File: config.mk
export PLATFORM = sky130hd
export DESIGN_NAME = samp_scale_out
export DESIGN_NICKNAME = d
export VERILOG_FILES = /design/src/rtl/samp_scale_out.sv
export SDC_FILE = /design/constraint.sdc
export NUM_CORES = 2
export LEC_CHECK = 0
export CAP_MARGIN = 20
export CORE_MARGIN = 4
export CORE_UTILIZATION = 25
export CTS_CLUSTER_SIZE = 12
export DETAILED_ROUTE_END_ITERATION = 10
export GPL_ROUTABILITY_DRIVEN = 0
export HOLD_SLACK_MARGIN = 0.12
export SKIP_CTS_REPAIR_TIMING = 1
export SLEW_MARGIN = 20
export SYNTH_ARGS = -nofsm -noshare
export SYNTH_HDL_FRONTEND = slang
export SYNTH_SLANG_ARGS = --single-unit
File: constraint.sdc
create_clock -name Clk -period 12.54 [get_ports Clk]
set_input_delay 3.135 -clock Clk [delete_from_list [all_inputs] [get_ports Clk]]
set_output_delay 3.135 -clock Clk [all_outputs]
set_load 0.01 [all_outputs]
File: src/rtl/samp_scale_out.sv
// -----------------------------------------------------------------------------
// samp_scale_out
// -----------------------------------------------------------------------------
// Downstream consumer of the I/Q sample FIFO. Pops one sample per clock when
// the FIFO is non-empty, scales I and Q by a signed Q2.14 gain that travels
// with the sample, saturates each component to DW bits and presents the result
// on a PushOut/StopIn handshake.
//
// Pipeline (elastic, two stages):
//   stage 0 (fetch) : holds the popped sample and the gain captured with it
//   stage 1 (scale) : holds the scaled, saturated result; drives the outputs
// A sample popped at edge t is presented (PushOut = 1) after edge t+1.
// With StopIn low the block sustains one sample per clock.
//
// Optional feature macro:
//   SCALE_ROUND_EN  defined   -> round half up (add 2^(FRAC-1) before shift)
//                   undefined -> plain arithmetic shift (floor truncation)
//
// Ports:
//   Clk           in   1       rising-edge clock
//   Reset         in   1       asynchronous, active-high; clears all state
//   fifo_samp     in   2*DW    {I, Q} at the FIFO head (show-ahead)
//   fifo_empty    in   1       FIFO empty flag
//   fifo_PullOut  out  1       pop strobe to the FIFO (combinational)
//   Gain          in   GW      signed gain, captured with each popped sample
//   StopIn        in   1       downstream backpressure, high = hold
//   PushOut       out  1       output sample valid
//   SampOutI      out  DW      scaled, saturated I
//   SampOutQ      out  DW      scaled, saturated Q
//   sat_clr       in   1       synchronous clear of sat_flag
//   sat_flag      out  1       sticky saturation indicator
// -----------------------------------------------------------------------------
module samp_scale_out #(
  parameter int DW   = 24,
  parameter int GW   = 16,
  parameter int FRAC = 14
) (
  input  logic            Clk,
  input  logic            Reset,
  input  logic [2*DW-1:0] fifo_samp,
  input  logic            fifo_empty,
  output logic            fifo_PullOut,
  input  logic [GW-1:0]   Gain,
  input  logic            StopIn,
  output logic            PushOut,
  output logic [DW-1:0]   SampOutI,
  output logic [DW-1:0]   SampOutQ,
  input  logic            sat_clr,
  output logic            sat_flag
);

  // Full product width: DW x GW signed needs DW+GW bits. One guard bit is
  // carried on top so the rounding add can never wrap.
  localparam int PW = DW + GW;

`ifdef SCALE_ROUND_EN
  // Half an LSB of the shifted result, i.e. 2^(FRAC-1).
  localparam logic signed [PW:0] RND = {{(PW-FRAC+1){1'b0}}, 1'b1, {(FRAC-1){1'b0}}};
`endif

  // Scale one component: returns {clipped, saturated_value}.
  function automatic logic [DW:0] scale_sat(input logic [DW-1:0] s,
                                            input logic [GW-1:0] g);
    logic signed [PW:0]    s_x;
    logic signed [PW:0]    g_x;
    logic signed [PW:0]    p;
    logic signed [PW:0]    sh;
    logic [PW-DW+1:0]      top;
    logic [DW:0]           res;
    s_x = {{(GW+1){s[DW-1]}}, s};
    g_x = {{(DW+1){g[GW-1]}}, g};
    p   = s_x * g_x;
`ifdef SCALE_ROUND_EN
    p   = p + RND;
`endif
    sh  = p >>> FRAC;
    // The result fits in DW bits exactly when every bit from the DW-1 sign
    // position upward agrees; otherwise clip towards the true sign.
    top = sh[PW:DW-1];
    if ((&top) || !(|top)) begin
      res = {1'b0, sh[DW-1:0]};
    end else if (sh[PW]) begin
      res = {1'b1, 1'b1, {(DW-1){1'b0}}};
    end else begin
      res = {1'b1, 1'b0, {(DW-1){1'b1}}};
    end
    return res;
  endfunction

  // Stage 0 state
  logic            v0_r;
  logic [DW-1:0]   s0_i_r;
  logic [DW-1:0]   s0_q_r;
  logic [GW-1:0]   s0_g_r;

  // Stage 1 state (drives the outputs directly)
  logic            v1_r;
  logic [DW-1:0]   out_i_r;
  logic [DW-1:0]   out_q_r;
  logic            sat_r;

  // Handshake and datapath terms
  logic            mv1_s;
  logic            adv1_s;
  logic            pop_s;
  logic [DW:0]     res_i_s;
  logic [DW:0]     res_q_s;
  logic            clip_s;

  // Stage-move decisions and the scaling datapath for the sample in stage 0.
  always_comb begin
    mv1_s   = v1_r && !StopIn;
    adv1_s  = v0_r && (!v1_r || mv1_s);
    // The FIFO does not protect itself against pops on empty, and must not be
    // popped while it is itself being reset.
    pop_s   = !Reset && !fifo_empty && (!v0_r || adv1_s);
    res_i_s = scale_sat(s0_i_r, s0_g_r);
    res_q_s = scale_sat(s0_q_r, s0_g_r);
    clip_s  = res_i_s[DW] || res_q_s[DW];
  end

  // Stage 0: capture the FIFO head together with the current gain on a pop.
  always_ff @(posedge Clk or posedge Reset) begin
    if (Reset) begin
      v0_r   <= 1'b0;
      s0_i_r <= {DW{1'b0}};
      s0_q_r <= {DW{1'b0}};
      s0_g_r <= {GW{1'b0}};
    end else if (pop_s) begin
      v0_r   <= 1'b1;
      s0_i_r <= fifo_samp[2*DW-1:DW];
      s0_q_r <= fifo_samp[DW-1:0];
      s0_g_r <= Gain;
    end else if (adv1_s) begin
      v0_r   <= 1'b0;
    end else begin
      v0_r   <= v0_r;
    end
  end

  // Stage 1: register the scaled result; hold it while the consumer stalls.
  always_ff @(posedge Clk or posedge Reset) begin
    if (Reset) begin
      v1_r    <= 1'b0;
      out_i_r <= {DW{1'b0}};
      out_q_r <= {DW{1'b0}};
    end else if (adv1_s) begin
      v1_r    <= 1'b1;
      out_i_r <= res_i_s[DW-1:0];
      out_q_r <= res_q_s[DW-1:0];
    end else if (mv1_s) begin
      v1_r    <= 1'b0;
    end else begin
      v1_r    <= v1_r;
    end
  end

  // Sticky saturation flag: a clip entering stage 1 wins over a clear.
  always_ff @(posedge Clk or posedge Reset) begin
    if (Reset) begin
      sat_r <= 1'b0;
    end else if (adv1_s && clip_s) begin
      sat_r <= 1'b1;
    end else if (sat_clr) begin
      sat_r <= 1'b0;
    end else begin
      sat_r <= sat_r;
    end
  end

  assign fifo_PullOut = pop_s;
  assign PushOut      = v1_r;
  assign SampOutI     = out_i_r;
  assign SampOutQ     = out_q_r;
  assign sat_flag     = sat_r;

endmodule

==> metrics list <==
- Critical path's largest stage delay: about 0.86 ns
- Counting every sink on the clock net gives approximately 120.
- In this run, synthesis inferred 0 flip-flops with an integrated enable.
* Area used by multi-input combinational logic: about 0.025 mm2
* Deepest level of the CTS H-tree: 4
- 120 I/O pins were placed.
- Actual slew at the worst max-slew pin: 1.12 ns
- Setup TNS: 0 ns
- Path category of the worst min-delay check: reg2reg
- In the global route stage, overall resource usage came out at 0.130.
- The via count of the first global-routing pass came to roughly 24000.
- For this run, the post-layout net count is 4423.
- Initial antenna violation count: 7
- Cell mode on critical path: sky130_fd_sc_hd__fa_1
- The run finished with clean final reports.
* Share of synthesized area occupied by flip-flops and latches: 0.0917
* Grt ovf: 0
- After clock tree synthesis, the clock-pin slew on the worst setup and hold paths is roughly 0.07 ns.
- After synthesis the netlist holds a flip-flop and latch count of ~120.
- Fill count: approximately 13000
- Measured against its own limit, the worst slew margin works out to 0.250.
- Residual DRC: 0
- Die footprint: ~0.13 mm2
* CP max FO: 23
* Synth async-reset ratio: 1.00
- Of the cells placed in the final design, the portion with a size suffix greater than 1 is 0.0437.
- Port buffering added between 100 and 150 buffers.
* Layout Skew: approximately 0.016 ns
- The worst setup path is launched from a register.
* Period minus WS final: around 8.7 ns
- Number of pins with negative max-slew slack in the final report: 0
- Setup repair after global routing left no endpoint under its margin.
- DPL Wire Length: 62.6 mm
- Entering global routing, the biggest net connects 66 pins.
- In this run the clock root is driven by a sky130_fd_sc_hd__clkbuf_16.
- The first global-routing pass estimated ~130 mm of wire.
- Pre-Repair DR Iteration Count: 5
- Dividing the detail-routed wire length by the instance count gives ~16 um.
- The floorplan step defined a core boundary enclosing 0.124 mm2.
- Across all layers, the routed design uses about 22000 vias.
- Dividing the synthesized area by the synthesized cell count gives around 9.2 um2.
- For this configuration, the core starts out at a cell density of 0.253.
- Cell row count: 129
* Clk_lat worst skew: roughly 0.51 ns
* Critical path cell sequence: inv_1, nor2_1, fa_1, fa_1, fa_1, fa_1, fa_1, inv_1, fa_1, inv_1, ha_1, nand4_1, or3_1, nor4_2, o31ai_1, o21a_1, o211ai_1, a21oi_1, nor2_2, a21oi_1
* Largest buffer count on any clock path: 2
- Worst Path Required: approximately 13 ns
- Counting every net in the synthesized netlist gives around 4400.
- Number of maximum-capacitance constraint violations: 0
- For this run, the top clock speed supported by timing is approximately 120 MHz.
* Final worst path period share: 0.691
- For this run, the leading register cell type out of synthesis is sky130_fd_sc_hd__dfrtp_1.
- Buffers inserted during clock tree synthesis total 17.
* CTS tree: yes
- Once detail routing completed, the nets flagged for antenna violations numbered 0.
* Area growth from synthesis to final layout: 10.9%
- Die X: 362 um
* Drt initial violations: 1237
* Floorplan die height: approximately 360 um
- Setup violations remaining at the end of the flow were counted as 0.
- Cell variety after synth: between 60 and 70
- Worst setup path category: reg2reg
- Total standard cell area after synthesis: 0.0314 mm2
- After detailed routing, the total wire length is 80.5 mm.
- Area occupied by registers: roughly 0.0029 mm2
- At the worst endpoint, the arrival time is between 8 and 9 ns.
- Dividing the detail-routed via count by the number of cells gives ~4.4.
- Synthesis produced around 3400 cells.
- Among all stages on the critical path, the largest delay is contributed by sky130_fd_sc_hd__nor2_2.
- Final-report hold violation count: 0
- Utilization of the core after routing: 0.280
- Synth warn: 0
- Endpoint kind of the worst setup timing path: register
## layout by cell type, fill, tap and decap left out, types with 3 or more instances in the layout
cell type / count
sky130_fd_sc_hd__o31a_1: 3
sky130_fd_sc_hd__a21o_1: 18
sky130_fd_sc_hd__o31ai_1: 6
sky130_fd_sc_hd__nor3_1: 7
sky130_fd_sc_hd__o21ai_0: 34
sky130_fd_sc_hd__nand4_1: 12
sky130_fd_sc_hd__inv_1: 886
sky130_fd_sc_hd__fa_1: 746
sky130_fd_sc_hd__xnor2_1: 53
sky130_fd_sc_hd__clkbuf_16: 17
sky130_fd_sc_hd__nor2b_1: 4
sky130_fd_sc_hd__and3_1: 3
sky130_fd_sc_hd__a211oi_1: 6
sky130_fd_sc_hd__o21ai_1: 13
sky130_fd_sc_hd__clkinv_4: 3
sky130_fd_sc_hd__ha_1: 190
sky130_fd_sc_hd__a31oi_1: 6
sky130_fd_sc_hd__and2_1: 276
sky130_fd_sc_hd__nand3_1: 12
sky130_fd_sc_hd__or3_1: 3
sky130_fd_sc_hd__mux2_2: 63
sky130_fd_sc_hd__clkdlybuf4s50_1: 119
sky130_fd_sc_hd__clkinvlp_4: 4
sky130_fd_sc_hd__o21bai_1: 9
sky130_fd_sc_hd__nand2b_1: 18
sky130_fd_sc_hd__a21oi_1: 88
sky130_fd_sc_hd__xor2_1: 14
sky130_fd_sc_hd__dfrtp_1: 115
sky130_fd_sc_hd__o211ai_1: 8
sky130_fd_sc_hd__nand2_1: 518
sky130_fd_sc_hd__o21ai_2: 3
sky130_fd_sc_hd__nor2_1: 81
sky130_fd_sc_hd__a21oi_2: 14
sky130_fd_sc_hd__o21a_1: 10
sky130_fd_sc_hd__buf_4: 26
## per-stage QoR
stage          instance area, um2  cells  setup WS, ns  hold slack (ns)
3_3_place_gp                34200   5036          4.31            0.478
2_1_floorplan               31400   3405          5.23            0.471
6_report                    34800   5070          3.87            0.486
3_5_place_dp                34200   5036          4.12            0.481
5_1_grt                     34800   5068          3.48            0.521
4_1_cts                     34800   5068          4.09            0.497
## synthesized netlist by cell type, drive strengths merged (2+ instances only)
master | n | area (um2)
a211oi | 7 | 65.1
a21boi | 2 | 15.0
a21o | 19 | 150
a21oi | 102 | 563
a221oi | 2 | 17.5
a31oi | 6 | 37.5
and2 | 277 | 1730
and3 | 3 | 18.8
buf | 10 | 70.1
clkbuf | 141 | 529
dfrtp | 115 | 2880
fa | 746 | 14900
ha | 190 | 2380
inv | 887 | 3330
mux2 | 63 | 709
nand2 | 518 | 1940
nand2b | 18 | 113
nand3 | 12 | 60.1
nand4 | 12 | 75.1
nor2 | 83 | 314
nor2b | 4 | 25.0
nor3 | 7 | 35.0
nor3b | 2 | 15.0
nor4 | 3 | 25.0
o211ai | 8 | 60.1
o21a | 11 | 90.1
o21ai | 50 | 258
o21bai | 9 | 67.6
o22ai | 2 | 12.5
o31a | 3 | 26.3
o31ai | 6 | 45.0
or3 | 4 | 30.0
xnor2 | 55 | 497
xor2 | 14 | 123
## worst paths after layout
| kind | from | end | slack [ns] | depth (start not counted) |
|---|---|---|---|---|
| min in group asynchronous | Reset | v0_r | 3.10 | 2 |
| setup reg to reg | s0_g_r[15] | SampOutQ[9] | 3.87 | 20 |
| hold / removal | SampOutI[10] | SampOutI[10] | 0.49 | 2 |
| max in group asynchronous | Reset | s0_q_r[9] | 8.05 | 3 |
| hold reg to reg | SampOutI[10] | SampOutI[10] | 0.49 | 2 |
| setup / recovery | s0_g_r[15] | SampOutQ[9] | 3.87 | 20 |
## worst max-delay path: cells and delay by family, from the launching register on
| kind | cells | cell delay [ns] |
|---|---|---|
| AO/OA/AOI/OAI | 5 | 1.27 |
| adder cells (fa/ha/maj) | 7 | 3.24 |
| buffers and inverters | 3 | 0.66 |
| flip-flops | 1 | 0.84 |
| AND/OR/NAND/NOR | 5 | 2.43 |
## final cells by class
class                           count  area share
Tap cell                         1637      0.0589
Timing Repair Buffer              145      0.0398
Sequential cell                   115      0.0827
Clock inverter                     11     0.00302
Clock buffer                       21      0.0132
Antenna cell                        2    0.000144
Multi-Input combinational cell   2252       0.706
Inverter                          887      0.0958
## metal layers
layer / global-route usage / vias up / wire, um
li1: - / 9883 / -
met1: 0.174 / 11617 / 35100
met2: 0.214 / 547 / 38600
met3: 0.0273 / 92 / 4890
met4: 0.0347 / 6 / 1820
met5: 0 / - / 38
## logic make-up (layout without fill, tap and decap cells)
kind of cell / Yosys count / after routing / share of synthesized area
flip-flops: 115 / 115 / 0.0917
buffers and inverters: 1038 / 1064 / 0.125
other: 0 / 2 / 0
adder cells (fa/ha/maj): 936 / 936 / 0.552
XOR/XNOR: 69 / 69 / 0.0197
AND/OR/NAND/NOR: 945 / 945 / 0.140
multiplexers: 63 / 63 / 0.0226
AO/OA/AOI/OAI: 239 / 239 / 0.0487
## sequential cells by signal, indices dropped and copies added (netlist names)
register	count
PushOut	1
s0_i_r	24
SampOutI	24
SampOutQ	24
s0_q_r	24
v0_r	1
sat_flag	1
s0_g_r	16
Power is not shown: default switching activity piles up to over one toggle a cycle in this logic, so the estimate is an artifact.
